==> src/rtl/serial_subtractor.sv <==
// Bit-serial subtractor: d = a - b - bin, one bit per clock, LSB first.
// Start/done handshake; result and borrow-out are held until the next completion.
module serial_subtractor #(
    parameter int WIDTH = 4,
    parameter int CNT_W = 3
) (
    input  logic             clk,
    input  logic             rst_n,
    input  logic             start,
    input  logic [WIDTH-1:0] a,
    input  logic [WIDTH-1:0] b,
    input  logic             bin,
    output logic             busy,
    output logic             done,
    output logic [WIDTH-1:0] d,
    output logic             bout
);

    if (WIDTH < 2 || (2 ** CNT_W) <= WIDTH) begin : g_bad_params
        $error("serial_subtractor: WIDTH/CNT_W out of range");
    end

    typedef enum logic [1:0] {
        S_IDLE,
        S_SHIFT,
        S_DONE
    } state_t;

    state_t           state;
    logic [WIDTH-1:0] sa;
    logic [WIDTH-1:0] sb;
    logic [WIDTH-1:0] res;
    logic             br;
    logic [CNT_W-1:0] cnt;

    logic             x;
    logic             br_nx;
    logic             last;
    logic [WIDTH-1:0] res_nx;

    // one full-subtractor cell, reused every cycle
    assign x      = sa[0] ^ sb[0] ^ br;
    assign br_nx  = (~sa[0] & sb[0]) | (~(sa[0] ^ sb[0]) & br);
    assign last   = (cnt == CNT_W'(WIDTH - 1));
    assign res_nx = {x, res[WIDTH-1:1]};

    always_ff @(posedge clk or negedge rst_n) begin
        if (!rst_n) begin
            state <= S_IDLE;
            sa    <= '0;
            sb    <= '0;
            res   <= '0;
            br    <= 1'b0;
            cnt   <= '0;
            busy  <= 1'b0;
            done  <= 1'b0;
            d     <= '0;
            bout  <= 1'b0;
        end else begin
            unique case (state)
                S_IDLE, S_DONE: begin
                    done <= 1'b0;
                    if (start) begin
                        sa    <= a;
                        sb    <= b;
                        br    <= bin;
                        res   <= '0;
                        cnt   <= '0;
                        busy  <= 1'b1;
                        state <= S_SHIFT;
                    end else begin
                        state <= S_IDLE;
                    end
                end
                S_SHIFT: begin
                    sa  <= sa >> 1;
                    sb  <= sb >> 1;
                    br  <= br_nx;
                    res <= res_nx;
                    cnt <= cnt + CNT_W'(1);
                    if (last) begin
                        d     <= res_nx;
                        bout  <= br_nx;
                        done  <= 1'b1;
                        busy  <= 1'b0;
                        state <= S_DONE;
                    end
                end
                default: begin
                    busy  <= 1'b0;
                    done  <= 1'b0;
                    state <= S_IDLE;
                end
            endcase
        end
    end

endmodule

==> config.mk <==
export PLATFORM = sky130hd
export DESIGN_NAME = serial_subtractor
export DESIGN_NICKNAME = d
export VERILOG_FILES = /design/src/rtl/serial_subtractor.sv
export SDC_FILE = /design/constraint.sdc
export NUM_CORES = 1
export LEC_CHECK = 0
export CELL_PAD_IN_SITES_DETAIL_PLACEMENT = 1
export CELL_PAD_IN_SITES_GLOBAL_PLACEMENT = 1
export CORE_MARGIN = 2
export CORE_UTILIZATION = 32
export CTS_CLUSTER_DIAMETER = 80
export DETAILED_ROUTE_END_ITERATION = 8
export MAX_ROUTING_LAYER = met4
export PLACE_DENSITY_LB_ADDON = 0.25
export SETUP_SLACK_MARGIN = 0.5
export SLEW_MARGIN = 20
export SYNTH_ARGS = -nofsm -noshare
export SYNTH_HDL_FRONTEND = slang
export SYNTH_SLANG_ARGS = --single-unit
==> constraint.sdc <==
create_clock -name clk -period 2.6 [get_ports clk]
set_clock_uncertainty 0.2 [all_clocks]
set_input_delay 0.39 -clock clk [delete_from_list [all_inputs] [get_ports clk]]
set_output_delay 0.39 -clock clk [all_outputs]
set_load 0.05 [all_outputs]
==> impl_metrics.tcl, run 1 <==
set metrics [dict create \
    ant_nets 0 \
    powerDensity_nw_per_um2 1240 \
    die_w_um 64.7 \
    clk_transition_reported_paths_ns 0.08 \
    layout.nets 137 \
    drtIter0Drc 30 \
    crit_family "buffers and inverters" \
    drc_errors 0 \
    coreArea_sq_um 3610 \
    finalCritPeriodShare_pct 77.9 \
    yosysSeqAreaShare_pct 48.8 \
    cap_violations 0 \
    cts_sinks 23 \
    final_core_util_pct 39.8 \
    worst_path_max_delay_cell "clkdlybuf4s50_1" \
    placed_area_sq_um 1390 \
    grt_antenna_before_repair 0 \
    critPathMaxStageDelay_ns 0.81 \
    end_kind "primary output" \
    synth.distinct_cells 21 \
    final.setup.tns_ns 0 \
    leakage_nw 0.637 \
    power_mw 1.78 \
    cts_max_level 1 \
    finalSetupViolations 0 \
    final_cell_mix "23 x dfrtp_1, 17 x clkdlybuf4s50_1, 9 x mux2i_1" \
    hold_viol_final 0 \
    grt_max_degree 24 \
    via_per_inst 4.93 \
    hold_class "input pin to asynchronous set/reset pin" \
    path_buf_inv 1 \
    numPortBuffers 18 \
    grt_setup_unrepaired "no" \
    crit_type "register to primary output" \
    start_util_pct 32.7 \
    status "finished clean" \
    firstDrtPassIters 3 \
    final_common_cell "dfrtp_1" \
    grt-ovfl-total 0 \
    grt_pass1_vias 866 \
    syn_nets 117 \
    vdd_drop_max_mv 0.322 \
    rows 22 \
    cts_hold_buf 0 \
    vias 834 \
    cp_max_fo 3 \
    tightest_slew_ns 0.702 \
    die_area_sq_um 4180 \
    holdWs_ns 0.280 \
    grt_pass1_wl_um 4020 \
    track_usage_pct 12.6 \
    synthToLayoutAreaGrowth_pct 21.9 \
    wl_per_cell_um 13.4 \
    yosys_register_bits 23 \
    avgSynthCellArea_sq_um 11.6 \
    root_buffer "clkbuf_8" \
    totalWireLength_um 2270 \
    clock_latency_ns 0.26 \
    rr_worst_depth 3 \
    drive_gt1_share_pct 14.0 \
    place.gp.congestion 0.676 \
    crit_path_start_kind "register" \
    cts-buffers-inserted 3 \
    cts-resized-gates 0 \
    min_period_ns 2.03 \
    cp.arrival_ns 1.44 \
    fin_area_sq_um 1440 \
    required_ns 2.01 \
    ios 19 \
    r2r_slack_ns 0.90 \
    fmax_ghz 0.494 \
    cts_tree "yes" \
    slew_headroom_pct 53.0 \
    ys_warn_count 0 \
    path_cells "clkdlybuf4s50_1" \
    syn_area_sq_um 1180 \
    syn_inst 102 \
    slew_viol_final 0 \
    worstReg2RegStart "sa[0]$_DFFE_PN0P_" \
    cts_setup_buffers 0 \
    die_h_um 64.7 \
    clockBufferDepth 2 \
    diodes 0 \
    reg2reg_to "res[3]$_DFFE_PN0P_" \
    hpwlAfterDp_um 1630 \
]
==> metal layers <==
metal	up-vias	global-route usage (%)	part of all wire [%]
li1	394	-	-
met1	423	15.6	48
met2	15	20.7	48
met3	2	4.17	4.0
met4	0	1.60	0.70
met5	-	-	0
==> registers in the layout, indices dropped and copies added (netlist names) <==
name	cells
d	4
sa	4
sb	4
state	1
done	1
res	3
br	1
busy	1
bout	1
cnt	3
==> stage by stage <==
step	setup WS [ns]	instances
detailed placement	0.487	165
finish	0.575	169
floorplan	0.952	102
global route	0.523	169
CTS	0.551	169
global placement	0.505	165
==> cell usage after synthesis <==
cell | number | share of area [%]
nand2_1 | 5 | 1.6
nor2b_1 | 7 | 3.7
a22o_1 | 4 | 3.0
nand2b_1 | 3 | 1.6
a211oi_1 | 7 | 4.5
buf_2 | 2 | 0.85
mux2_4 | 5 | 6.4
a21oi_1 | 8 | 3.4
mux2_2 | 3 | 2.9
inv_1 | 4 | 1.3
mux2i_1 | 9 | 7.6
dfrtp_1 | 23 | 49
nand3b_4 | 1 | 1.7
o21ai_1 | 2 | 0.85
buf_6 | 2 | 1.9
buf_4 | 3 | 1.9
nor2_1 | 4 | 1.3
o21ai_0 | 4 | 1.7
ha_1 | 2 | 2.1
nand3_1 | 3 | 1.3
fa_1 | 1 | 1.7
==> worst max path at each step <==
stage	from	end	depth (start not counted)
4_1_cts	busy$_DFFE_PN0P_	busy	1
5_1_grt	busy$_DFFE_PN0P_	busy	1
6_report	busy$_DFFE_PN0P_	busy	1
2_1_floorplan	done$_DFFE_PN0P_	cnt[1]$_DFFE_PN0P_	3
3_3_place_gp	start	cnt[2]$_DFFE_PN0P_	3
3_5_place_dp	start	sa[0]$_DFFE_PN0P_	4
==> logic make-up after synthesis <==
group | share of synthesized area (%)
AND/OR/NAND/NOR | 11.1
buffers and inverters | 5.94
adder cells (fa/ha/maj) | 3.82
AO/OA/AOI/OAI | 13.4
multiplexers | 16.9
flip-flops | 48.8
==> cell type report <==
cell class	instances	area, sq um
fill	408	2170
sequential	23	576
multi-input combinational	68	533
timing repair buffer	22	208
tap	48	60.1
clock buffer	4	45.0
inverter	4	15.0
==> power by group <==
part / total, mW / switching, mW / internal [mW]
clock: 0.219 / 0.110 / 0.109
sequential: 0.673 / 0.148 / 0.525
combinational: 0.886 / 0.461 / 0.425
total: 1.78 / 0.718 / 1.06
(Power assumes the default switching activity.)
==> run 2, diff against run 1 <==
clock period = 1.7 ns   (was 2.6 ns; I/O delays follow)
==> run 2 against run 1 <==
Non-clock buffer count up 20; sequential power is 58% higher; via count grew 10%; clock power is 58% higher; first-iteration DRC count shrank 13%; global-route usage up 3.0 points; utilization increased by 9.9 points.
==> impl_metrics.tcl, run 2 (synthesis gave the netlist of run 1 again) <==
set metrics [dict create \
    status "finished clean" \
    slew_headroom_pct 79.2 \
    place_inst 166 \
    route.met2.wl_um 1530 \
    ios 19 \
    path_buf_inv 1 \
    r2r_slack_ns 0.02 \
    m1WireLength_um 1190 \
    grt-ovfl-total 0 \
    cts_hold_buf 0 \
    start_util_pct 32.7 \
    finalCritPeriodShare_pct 98.6 \
    hpwlAfterDp_um 1830 \
    cp_max_fo 2 \
    grt_pass1_wl_um 4840 \
    nFillCells 388 \
    required_ns 1.66 \
    final_cell_mix "21 x dfrtp_1, 16 x buf_4, 10 x clkdlybuf4s50_1" \
    final_cells 189 \
    grt_pass1_vias 968 \
    drive_gt1_share_pct 41.8 \
    clockBufferDepth 2 \
    powerDensity_nw_per_um2 1900 \
    track_usage_pct 15.6 \
    crit_path_start_kind "register" \
    cp.depth 4 \
    totalWireLength_um 2860 \
    worstReg2RegStart "sb[0]$_DFFE_PN0P_" \
    cp.arrival_ns 1.63 \
    path_cells "inv_2, fa_2, mux2_2, a22o_1" \
    hold_class "input pin to asynchronous set/reset pin" \
    layout.nets 157 \
    slew_viol_final 0 \
    final.setup.tns_ns 0 \
    cts_tree "yes" \
    die_area_sq_um 4180 \
    multiInputGateArea_sq_um 603 \
    hold_viol_final 0 \
    dr_wl_met3_um 98 \
    rr_worst_depth 4 \
    crit_start "sb[0]$_DFFE_PN0P_" \
    leakage_nw 0.803 \
    fin_area_sq_um 1790 \
    fmax_ghz 0.597 \
    firstDrtPassIters 4 \
    via_per_inst 4.87 \
    placed_area_sq_um 1530 \
    die_w_um 64.7 \
    min_period_ns 1.68 \
    grt_setup_unrepaired "yes" \
    grt_antenna_before_repair 0 \
    drtIter0Drc 26 \
    crit_family "adder cells" \
    reg2reg_to "res[3]$_DFFE_PN0P_" \
    place.gp.congestion 0.722 \
    drc_errors 0 \
    cts_sinks 23 \
    critPathMaxStageDelay_ns 0.44 \
    cts_max_level 1 \
    ant_nets 0 \
    die_h_um 64.7 \
    critPathCapture "res[3]$_DFFE_PN0P_" \
    coreArea_sq_um 3610 \
    worst_path_max_delay_cell "fa_2" \
    synthToLayoutAreaGrowth_pct 52.2 \
    wl_per_cell_um 15.1 \
    cap_violations 0 \
    top_layer_used "met4" \
    clk_transition_reported_paths_ns 0.08 \
    numPortBuffers 18 \
    finalSetupViolations 0 \
    vdd_drop_max_mv 0.478 \
    grt_max_degree 24 \
    vias 920 \
    final_common_cell "dfrtp_1" \
    diodes 0 \
    cts-buffers-inserted 3 \
    end_kind "register" \
    regArea_sq_um 578 \
    clock_latency_ns 0.27 \
    power_mw 3.42 \
    crit_type "register to register" \
    root_buffer "clkbuf_8" \
    rows 22 \
    top_regs "d x4, sa x4, sb x4" \
    tightest_slew_ns 0.312 \
]
## run 2: cell count changes in the layout (fill, tap and decap cells not counted), moves of 4 or more
cell / before / now
buf_12: 0 / 8
buf_4: 5 / 16
buf_6: 0 / 5
clkdlybuf4s50_1: 17 / 10
o21ai_0: 4 / 0
o21ai_1: 2 / 6
## run 2: worst register-to-register path: cells and delay by family (launching register included)
family,cells,cell delay [ns]
AOI/OAI and AO/OA,1,0.18
adders and majority gates,1,0.44
buffers and inverters,1,0.07
DFF,1,0.40
muxes,1,0.28
## run 2: what timing repair did
action | 4_1_cts | 5_1_grt
cloned | 1 | 0
endpoints found under the hold margin | 0 | 0
buffers inserted | 16 | 2
pin swaps | 8 | 3
endpoints found under the setup margin | 30 | 30
resized for setup | 11 | 6
## run 2: report_power, final
group	switching, mW	internal (mW)
combinational	0.880	1.13
clock	0.179	0.168
sequential	0.256	0.807
total	1.31	2.10
## run 2: final cells by class
type | instances | share of cell area, %
inverter | 4 | 0.837
timing repair buffer | 42 | 27.5
sequential | 23 | 32.2
tap | 48 | 3.35
multi-input combinational | 68 | 33.6
clock buffer | 4 | 2.51
## run 2: worst min-delay path by stage
stage	from	end	slack, ns
CTS	rst_n	d[0]$_DFFE_PN0P_	0.16
detailed placement	cnt[0]$_DFFE_PN0P_	cnt[0]$_DFFE_PN0P_	0.29
global route	rst_n	sa[1]$_DFFE_PN0P_	0.16
floorplan	rst_n	bout$_DFFE_PN0P_	-0.24
finish	rst_n	bout$_DFFE_PN0P_	0.15
global placement	cnt[2]$_DFFE_PN0P_	cnt[2]$_DFFE_PN0P_	0.29
## run 2: per-layer routing
metal / up-vias / track usage [%]
li1: 437 / -
met2: 16 / 26.8
met4: 0 / 5.59
met1: 463 / 19.1
met3: 4 / 1.74
met5: - / -
## run 2: metrics by stage
| stage | hold slack (ns) | util [%] | setup slack [ns] |
|---|---|---|---|
| 5_1_grt | 0.163 | 49.8 | -0.0178 |
| 4_1_cts | 0.162 | 48.8 | 0.0245 |
| 2_1_floorplan | -0.241 | - | 0.0922 |
| 3_5_place_dp | 0.295 | 42.5 | 0.00455 |
| 3_3_place_gp | 0.293 | 42.5 | 0.0758 |
| 6_report | 0.147 | 49.8 | 0.0240 |
==> run 3, diff against run 2 <==
CORE_MARGIN = not set   (was 2)
==> run 3 against run 2 <==
Cell count is 1.6% lower; largest cell class unchanged; combinational power grew 2%; first-iteration DRC count increased by 3.8%; routed wire length shrank 1.9%; worst setup slack improved by 0.031 ns; critical path type unchanged; worst hold slack better by 0.0012 ns; utilization is 1.6 points higher.
==> impl_metrics.tcl, run 3 (synthesis gave the netlist of run 1 again) <==
set metrics [dict create \
    required_ns 1.66 \
    final_cells 186 \
    diodes 0 \
    cts_hold_buf 0 \
    drc_errors 0 \
    grt-ovfl-total 0 \
    min_period_ns 1.64 \
    grt_setup_unrepaired "yes" \
    ant_nets 0 \
    cts_tree "yes" \
    fin_area_sq_um 1770 \
    fmax_ghz 0.608 \
    ios 19 \
    worstReg2RegStart "sb[0]$_DFFE_PN0P_" \
    end_kind "register" \
    finalCritPeriodShare_pct 96.7 \
    drtIter0Drc 27 \
    firstDrtPassIters 4 \
    final_common_cell "dfrtp_1" \
    coreArea_sq_um 3440 \
    grt_max_degree 24 \
    vias 916 \
    critPathMaxStageDelay_ns 0.43 \
    grt_pass1_vias 1028 \
    r2r_slack_ns 0.06 \
    power_mw 3.46 \
    rr_worst_depth 4 \
    final.setup.tns_ns 0 \
    final_cell_mix "21 x dfrtp_1, 17 x buf_4, 10 x clkdlybuf4s50_1" \
    hold_class "input pin to asynchronous set/reset pin" \
    nFillCells 364 \
    worst_path_max_delay_cell "fa_2" \
    synthToLayoutAreaGrowth_pct 50.0 \
    crit_type "register to register" \
    via_per_inst 4.92 \
    totalWireLength_um 2810 \
    die_area_sq_um 3930 \
    path_cells "inv_2, fa_2, mux2_2, a22o_1" \
    placed_area_sq_um 1520 \
    wl_per_cell_um 15.1 \
    cp.arrival_ns 1.60 \
    crit_start "sb[0]$_DFFE_PN0P_" \
    drive_gt1_share_pct 40.7 \
    track_usage_pct 17.0 \
    leakage_nw 0.789 \
    cts-buffers-inserted 3 \
    status "finished clean" \
    path_buf_inv 1 \
    top_regs "d x4, sa x4, sb x4" \
    clk_transition_reported_paths_ns 0.08 \
    finalSetupViolations 0 \
    start_util_pct 34.2 \
    place_inst 163 \
    root_buffer "clkbuf_8" \
    die_h_um 62.7 \
    rows 21 \
    layout.nets 156 \
    cts_sinks 23 \
    die_w_um 62.7 \
    crit_family "adder cells" \
    grt_pass1_wl_um 4970 \
    tightest_slew_ns 0.334 \
    vdd_drop_max_mv 0.473 \
    cap_violations 0 \
    clock_latency_ns 0.26 \
    final_core_util_pct 51.4 \
    slew_viol_final 0 \
    reg2reg_to "res[3]$_DFFE_PN0P_" \
    numPortBuffers 18 \
    hold_viol_final 0 \
    powerDensity_nw_per_um2 1960 \
    grt_antenna_before_repair 0 \
    clockBufferDepth 2 \
    place.gp.congestion 0.690 \
    cts_max_level 1 \
    crit_path_start_kind "register" \
    hpwlAfterDp_um 1750 \
    cp_max_fo 2 \
    slew_headroom_pct 77.7 \
]
run 3: through the flow:
| stage | setup slack, ns | hold slack, ns |
|---|---|---|
| 6_report | 0.0553 | 0.149 |
| 5_1_grt | 0.00116 | 0.173 |
| 4_1_cts | 0.0591 | 0.166 |
| 3_5_place_dp | 0.0199 | 0.314 |
| 3_3_place_gp | 0.0738 | 0.289 |
| 2_1_floorplan | 0.0922 | -0.241 |
run 3: worst reg2reg max path, stage by stage, from the launching register on:
cell	delay, ns
dfrtp_1	0.39
inv_2	0.07
fa_2	0.43
mux2_2	0.27
a22o_1	0.17
run 3: timing repair:
item / 4_1_cts / 5_1_grt
pin swaps: 3 / 3
setup endpoints to repair: 30 / 28
buffers inserted: 14 / 4
gates cloned: 1 / 0
resized for setup: 6 / 5
run 3: worst max-delay path by stage:
stage | to | slack [ns] | cells past startpoint
3_5_place_dp | res[3]$_DFFE_PN0P_ | 0.02 | 4
5_1_grt | res[3]$_DFFE_PN0P_ | 0.001 | 4
2_1_floorplan | res[3]$_DFFE_PN0P_ | 0.09 | 4
4_1_cts | res[3]$_DFFE_PN0P_ | 0.06 | 4
3_3_place_gp | res[3]$_DFFE_PN0P_ | 0.07 | 4
6_report | res[3]$_DFFE_PN0P_ | 0.06 | 4
run 3: final cells by class:
cell class / instances / area, sq um / area share (%)
multi-input combinational: 68 / 599 / 33.9
sequential: 23 / 578 / 32.7
timing repair buffer: 41 / 473 / 26.8
tap: 46 / 57.6 / 3.26
clock buffer: 4 / 45.0 / 2.55
inverter: 4 / 15.0 / 0.849
run 3: per-layer routing:
metal,up-vias,part of all wire (%),track usage [%]
met4,0,1.4,6.10
li1,433,-,-
met5,-,0,-
met2,17,54,30.4
met1,462,42,19.2
met3,4,2.7,2.37
run 3: where the power goes:
part / internal, mW / total, mW / leakage (nW) / switching, mW
clock: 0.167 / 0.337 / 0.0228 / 0.170
combinational: 1.16 / 2.05 / 0.486 / 0.891
sequential: 0.807 / 1.07 / 0.280 / 0.264
total: 2.14 / 3.46 / 0.789 / 1.32
